[src/rtl/id_inst_buffer_pkg.sv]
// Shared widths and head-source encoding for the IF->ID instruction buffer.
// An entry is packed {pc, inst} with pc in the high bits.
package id_inst_buffer_pkg;

  localparam int IBUF_PC_W     = 32;
  localparam int IBUF_INST_W   = 32;
  localparam int IBUF_ENTRY_WD = IBUF_PC_W + IBUF_INST_W;

  typedef enum logic [1:0] {
    HEAD_NONE   = 2'd0,
    HEAD_QUEUE  = 2'd1,
    HEAD_BYPASS = 2'd2
  } head_src_e;

endpackage

[src/rtl/id_inst_buffer_ibuf_ram.sv]
// Entry storage for the instruction buffer: one synchronous write port,
// one asynchronous read port, data deliberately left without reset.
module ibuf_ram #(
  parameter int DEPTH = 4,
  parameter int WD    = 64
) (
  input  logic                     clk,
  input  logic                     i_we,
  input  logic [$clog2(DEPTH)-1:0] i_waddr,
  input  logic [WD-1:0]            i_wdata,
  input  logic [$clog2(DEPTH)-1:0] i_raddr,
  output logic [WD-1:0]            o_rdata
);

  logic [WD-1:0] r_mem [DEPTH];

  always_ff @(posedge clk) begin
    if (i_we) r_mem[i_waddr] <= i_wdata;
  end

  assign o_rdata = r_mem[i_raddr];

endmodule

[src/rtl/id_inst_buffer.sv]
// Instruction buffer between IF and ID: captures SRAM responses, bypasses the
// in-flight response when empty, and drops everything buffered on a redirect.
module id_inst_buffer
  import id_inst_buffer_pkg::*;
#(
  parameter int DEPTH  = 4,
  parameter int PC_W   = IBUF_PC_W,
  parameter int INST_W = IBUF_INST_W
) (
  input  logic                       clk,
  input  logic                       resetn,
  input  logic                       req_valid,
  input  logic [PC_W-1:0]            req_pc,
  output logic                       req_ready,
  input  logic [INST_W-1:0]          inst_sram_rdata,
  input  logic                       flush,
  output logic                       out_valid,
  output logic [PC_W-1:0]            out_pc,
  output logic [INST_W-1:0]          out_inst,
  input  logic                       out_ready,
  output logic [$clog2(DEPTH+1)-1:0] count
);

  localparam int PTR_W    = $clog2(DEPTH);
  localparam int CNT_W    = $clog2(DEPTH+1);
  localparam int ENTRY_WD = PC_W + INST_W;

  logic [PTR_W-1:0]    r_rd_ptr;
  logic [PTR_W-1:0]    r_wr_ptr;
  logic [CNT_W-1:0]    r_count;
  logic                r_inflight;
  logic [PC_W-1:0]     r_inflight_pc;

  head_src_e           w_head_src;
  logic [ENTRY_WD-1:0] w_ram_rdata;
  logic [CNT_W:0]      w_occ;
  logic                w_deq;
  logic                w_q_deq;
  logic                w_byp_deq;
  logic                w_capture;
  logic                w_accept;

  always_comb begin
    w_head_src = HEAD_NONE;
    if (r_count != '0)   w_head_src = HEAD_QUEUE;
    else if (r_inflight) w_head_src = HEAD_BYPASS;
  end

  always_comb begin
    out_pc   = '0;
    out_inst = '0;
    case (w_head_src)
      HEAD_QUEUE: begin
        out_pc   = w_ram_rdata[ENTRY_WD-1 -: PC_W];
        out_inst = w_ram_rdata[INST_W-1:0];
      end
      HEAD_BYPASS: begin
        out_pc   = r_inflight_pc;
        out_inst = inst_sram_rdata;
      end
      default: ;
    endcase
  end

  assign out_valid = (w_head_src != HEAD_NONE);
  assign count     = r_count;

  // Occupancy counts the in-flight response so a slot is reserved for it.
  assign w_occ     = {1'b0, r_count} + {{CNT_W{1'b0}}, r_inflight};
  assign req_ready = flush | (w_occ < (CNT_W+1)'(DEPTH));
  assign w_accept  = req_valid & req_ready;

  assign w_deq     = out_valid & out_ready;
  assign w_q_deq   = w_deq & (w_head_src == HEAD_QUEUE);
  assign w_byp_deq = w_deq & (w_head_src == HEAD_BYPASS);
  assign w_capture = r_inflight & ~w_byp_deq;

  always_ff @(posedge clk or negedge resetn) begin
    if (!resetn) begin
      r_rd_ptr      <= '0;
      r_wr_ptr      <= '0;
      r_count       <= '0;
      r_inflight    <= 1'b0;
      r_inflight_pc <= '0;
    end else begin
      r_inflight <= w_accept;
      if (w_accept) r_inflight_pc <= req_pc;
      if (flush) begin
        r_rd_ptr <= '0;
        r_wr_ptr <= '0;
        r_count  <= '0;
      end else begin
        if (w_q_deq)   r_rd_ptr <= r_rd_ptr + PTR_W'(1);
        if (w_capture) r_wr_ptr <= r_wr_ptr + PTR_W'(1);
        r_count <= r_count + CNT_W'(w_capture) - CNT_W'(w_q_deq);
      end
    end
  end

  ibuf_ram #(
    .DEPTH (DEPTH),
    .WD    (ENTRY_WD)
  ) u_ibuf_ram (
    .clk     (clk),
    .i_we    (w_capture & ~flush),
    .i_waddr (r_wr_ptr),
    .i_wdata ({r_inflight_pc, inst_sram_rdata}),
    .i_raddr (r_rd_ptr),
    .o_rdata (w_ram_rdata)
  );

endmodule

[config.mk]
export PLATFORM = sky130hd
export DESIGN_NAME = id_inst_buffer
export DESIGN_NICKNAME = d
export VERILOG_FILES = /design/src/rtl/id_inst_buffer_pkg.sv /design/src/rtl/id_inst_buffer_ibuf_ram.sv /design/src/rtl/id_inst_buffer.sv
export SDC_FILE = /design/constraint.sdc
export NUM_CORES = 1
export LEC_CHECK = 0
export ABC_AREA = 1
export BUFFER_PORTS_ARGS = -buffer_cell sky130_fd_sc_hd__buf_2
export CELL_PAD_IN_SITES_DETAIL_PLACEMENT = 1
export CELL_PAD_IN_SITES_GLOBAL_PLACEMENT = 1
export CORE_ASPECT_RATIO = 0.9
export CORE_MARGIN = 5
export CORE_UTILIZATION = 48
export DETAILED_ROUTE_END_ITERATION = 10
export HOLD_SLACK_MARGIN = 0.02
export PLACE_DENSITY = 0.9
export SLEW_MARGIN = 40
export SYNTH_ARGS = -nofsm -noshare
export SYNTH_HDL_FRONTEND = slang
export SYNTH_SLANG_ARGS = --single-unit
[constraint.sdc]
create_clock -name clk -period 7 [get_ports clk]
set_clock_uncertainty 0.2 [all_clocks]
set_input_delay 0.35 -clock clk [delete_from_list [all_inputs] [get_ports clk]]
set_output_delay 0.35 -clock clk [all_outputs]
set_load 0.01 [all_outputs]
==> results.md <==
- Combinational logic is responsible for 30.0% of the overall power.
- For this design the ratio of total power to cell area is 369.9 nW/um2.
- The cell type group with the largest total delay on the critical path is buffers and inverters.
- Setup repair after global routing left no endpoint under its margin.
- The clock buffer count from CTS is 30.
- Once the floorplan was initialized, standard cells occupied 48.66% of the core.
- During synthesis, Yosys emitted a total of 0 warnings.
- Entering global routing, the biggest net connects a little over 80 pins.
- The clock transition at the registers of the reported paths is 0.06 ns.
- The detail route stage leaves a number of antenna-violating nets equal to 0.
- The floorplan step defined a core boundary enclosing 25120 um2.
- The number of port buffers is 137.
- The async set or reset register ratio after synthesis is 13.51%.
- IR analysis of the VDD net gives a maximum drop of roughly 0.17 mV.
- The cell-internal power is 3.523 mW.
- The synthesized netlist contains 19 unique library cells.
- The floorplan step defined a die boundary enclosing 28760 um2.
- The most frequent cell after synthesis is sky130_fd_sc_hd__nand2_1.
- The peak fanout along the critical path is 69.
- Once detailed placement completed, the half-perimeter wirelength came to between 20 and 25 mm.
- Across every metal layer, demand over resource in global routing totals 25.81%.
- The reported max-cap violation count is 0.
- The worst endpoint required time is 6.45 ns.
- Setup violations remaining at the end of the flow were counted as 0.
- The CTS tree is done.
- The setup TNS is 0 ns.
- The post-cts repair resize count is 0.
- The count of final max-slew check failures is 0.
- Synthesis produced a netlist with a net count of 1174.
- The upper clock frequency limit is between 200 and 250 MHz.
- Counting I/O delays and the setup requirement, the final critical path takes 4.018 ns.
- The layout net count is 1354.
- The count of cells in the finished layout, fillers not included, comes to 1643.
- The routed via count divided by cell count is 5.743.
- Traced cell by cell, the critical path runs through nor2_1, nand2_8, inv_2, buf_4, nand3_1, nand2_1, buf_2.
- Among all stages on the critical path, the largest delay is contributed by sky130_fd_sc_hd__inv_2.
- The root buffer cell chosen for the clock tree is sky130_fd_sc_hd__clkbuf_16.
- At the pin with the least slew margin, the transition time is about 0.84 ns.
- For this run the aggregate overflow at the end of global routing stands at 0.
- The share of total power dissipated in sequential elements is between 40% and 50%.
- The wire length of the first global-routing pass is 57.53 mm.
- The die height is 161.4 um.
- The clock passes through at most 3 buffers.
- The clock net sink count is 296.
- The biggest area contributor in the post-synthesis netlist is sky130_fd_sc_hd__edfxtp_1.
- The arrival time at the worst endpoint is 3.47 ns.
- After synthesis, the largest area contributor takes up 62.89% of total cell area.
- The startpoint identified for the worst register-to-register timing path is count[1].
- The average wire per cell in the routed design is 22.81 um.
- The critical path contains buffers and inverters numbering 3 combined.
- The total wire length after detailed routing is 37.48 mm.
- The worst setup path is captured at an output port.
- After synthesis, the most frequently instantiated cells are 391 x sky130_fd_sc_hd__nand2_1, 292 x sky130_fd_sc_hd__nand3_1, 256 x sky130_fd_sc_hd__edfxtp_1.
- For this design the top-level I/O count stands at 138.
- Summed over all nets, the switching power comes to 1.977 mW.
- The post-synthesis instance area is 12220 um2.
- The total vias in the final route is 9436.
- The horizontal die dimension is 178.2 um.
- For the worst-skew pair, the clock arrives at the later sink with an insertion delay of approximately 0.55 ns.
- The worst pin sits at a relative slew slack of 44.00%.
- CTS built an H-tree with a depth of 1.
- The worst hold-check path type is input port to async pin.
- The final number of hold-violating endpoints is 0.
- The initial antenna violation count is 0.
- STA classifies the critical path startpoint as a register.
- The row count is 55.
- In the synthesized netlist, the number of instances is 1097.
- The run finished with clean final reports.
- The part of the Yosys area used for sequential elements is between 70% and 80%.
- In this design, the stage delay of the slowest critical-path cell is 0.67 ns.
- The number of enable-type register cells in the synthesized netlist is around 260.
- By area the synthesized netlist is led by sky130_fd_sc_hd__edfxtp_1 63%, sky130_fd_sc_hd__nand2_1 12%, sky130_fd_sc_hd__nand3_1 12%.
- Summed over all cells, the static leakage comes to a little over 6 nW.
- The number of setup buffers added after CTS is 0.
- The critical path in this run is classified as register to output port.
- The number of global-route vias before repair is 10127.
- Tracing the worst setup path back leads to its startpoint at count[0].
- The detailed router's first-iteration violation count is 817.
- The final worst-path cycle share is 57.40%.
- The final weighted congestion in routability-driven placement is around 0.76.
- For this run, the leading register cell type out of synthesis is sky130_fd_sc_hd__edfxtp_1.
- Compared with the post-synthesis result, the final layout area differs by 21.66%.
- The proportion of total power due to net switching is 35.94%.
- The first-pass iteration count of the detailed router is 7.
- The DRC violations left is 0.
- The register bit total from synthesis is a little under 300.
- The ratio of cells with drive above 1 in the final layout is 16.00%.
- Power comes to 5.500 mW.
- The synthesized area divided by synthesized cell count is about 11 um2.
- Of the total power, the clock network draws 28.3%.
- The number of placed instances, taps included, is 1520.
==> worst paths after layout <==
| kind | end | slack [ns] | cells after the start |
|---|---|---|---|
| max | out_pc[4] | 2.98 | 7 |
| max reg2reg | u_ibuf_ram.r_mem[0][19] | 3.51 | 7 |
| max in group asynchronous | r_rd_ptr[0] | 5.97 | 2 |
| min | r_inflight_pc[25] | 0.15 | 2 |
| min in group clk | r_inflight_pc[11] | 0.20 | 3 |
| min reg2reg | u_ibuf_ram.r_mem[0][32] | 0.37 | 0 |
==> through the flow <==
stage	utilization (%)	area, um2	setup slack [ns]	hold slack (ns)
6_report	59.20	14870	2.982	0.1476
2_1_floorplan	-	12220	2.610	-0.1456
3_3_place_gp	52.27	13130	3.198	0.3312
4_1_cts	59.13	14850	2.849	0.1702
5_1_grt	59.19	14870	2.840	0.1949
3_5_place_dp	52.68	13230	3.230	0.2025
==> worst register-to-register path, stage by stage (launching register included) <==
cell,delay (ns)
sky130_fd_sc_hd__dfrtp_1,0.46
sky130_fd_sc_hd__nor2_1,0.16
sky130_fd_sc_hd__nand2_8,0.41
sky130_fd_sc_hd__o21ai_1,0.24
sky130_fd_sc_hd__nor2_1,0.23
sky130_fd_sc_hd__inv_1,0.23
sky130_fd_sc_hd__nor2_4,0.42
sky130_fd_sc_hd__buf_4,0.71
==> per-layer routing <==
metal,routed length (um),GRT usage [%]
met2,19490,45.76
met3,2232,3.581
met1,14510,32.81
met4,1251,8.371
met5,0,0
==> cells by family (layout without fill, tap and decap cells) <==
logic type | count (synthesis) | count (layout) | synth area share, %
AOI/OAI and AO/OA | 8 | 8 | 0.3275
adders and majority gates | 8 | 8 | 0.8803
buffers and inverters | 90 | 293 | 3.296
DFF | 296 | 296 | 71.08
other | 0 | 1 | 0
and+or+nand+nor | 695 | 695 | 24.41
==> power by group through the flow <==
| stage | sequential [mW] | clock (mW) | combinational [mW] |
|---|---|---|---|
| final | 2.29 | 1.56 | 1.65 |
| after global routing | 2.31 | 1.66 | 1.80 |
| after CTS | 2.29 | 1.57 | 1.63 |
| after detailed placement | 2.32 | 0 | 1.57 |
| after global placement | 2.29 | 0 | 1.49 |
| after floorplan | 2.24 | 0 | 0.986 |
==> area by class of cell <==
| type | count | area (um2) |
|---|---|---|
| clock inverter | 17 | 126.4 |
| multi-input combinational | 711 | 3178 |
| clock buffer | 38 | 822.0 |
| sequential | 296 | 8695 |
| fill | 2622 | 10250 |
| inverter | 18 | 70.07 |
| tap | 342 | 427.9 |
| antenna | 1 | 2.502 |
| timing repair buffer | 220 | 1549 |
==> placed cells by master (no fill, tap or decap), types with 5 or more instances in the layout <==
master,synthesis,final
sky130_fd_sc_hd__nand2_1,391,390
sky130_fd_sc_hd__dlygate4sd3_1,0,67
sky130_fd_sc_hd__clkbuf_1,18,5
sky130_fd_sc_hd__clkinv_2,0,5
sky130_fd_sc_hd__ha_1,7,7
sky130_fd_sc_hd__inv_1,17,15
sky130_fd_sc_hd__clkbuf_16,0,31
sky130_fd_sc_hd__buf_2,49,136
sky130_fd_sc_hd__clkinv_1,0,9
sky130_fd_sc_hd__edfxtp_1,256,256
sky130_fd_sc_hd__nand3_1,292,292
sky130_fd_sc_hd__dfrtp_1,40,37
sky130_fd_sc_hd__buf_4,1,10
==> flip-flops by register name, summed over array words and instances (netlist names) <==
signal / cells
u_ibuf_ram.r_mem: 256
r_inflight_pc: 32
count: 3
r_rd_ptr: 2
r_wr_ptr: 2
r_inflight: 1
==> what timing repair did <==
action / in CTS / in global routing
setup endpoints to repair: 0 / 0
hold endpoints to repair: 205 / 0
hold buffers: 67 / 0
Power figures use the tool's default switching activity.
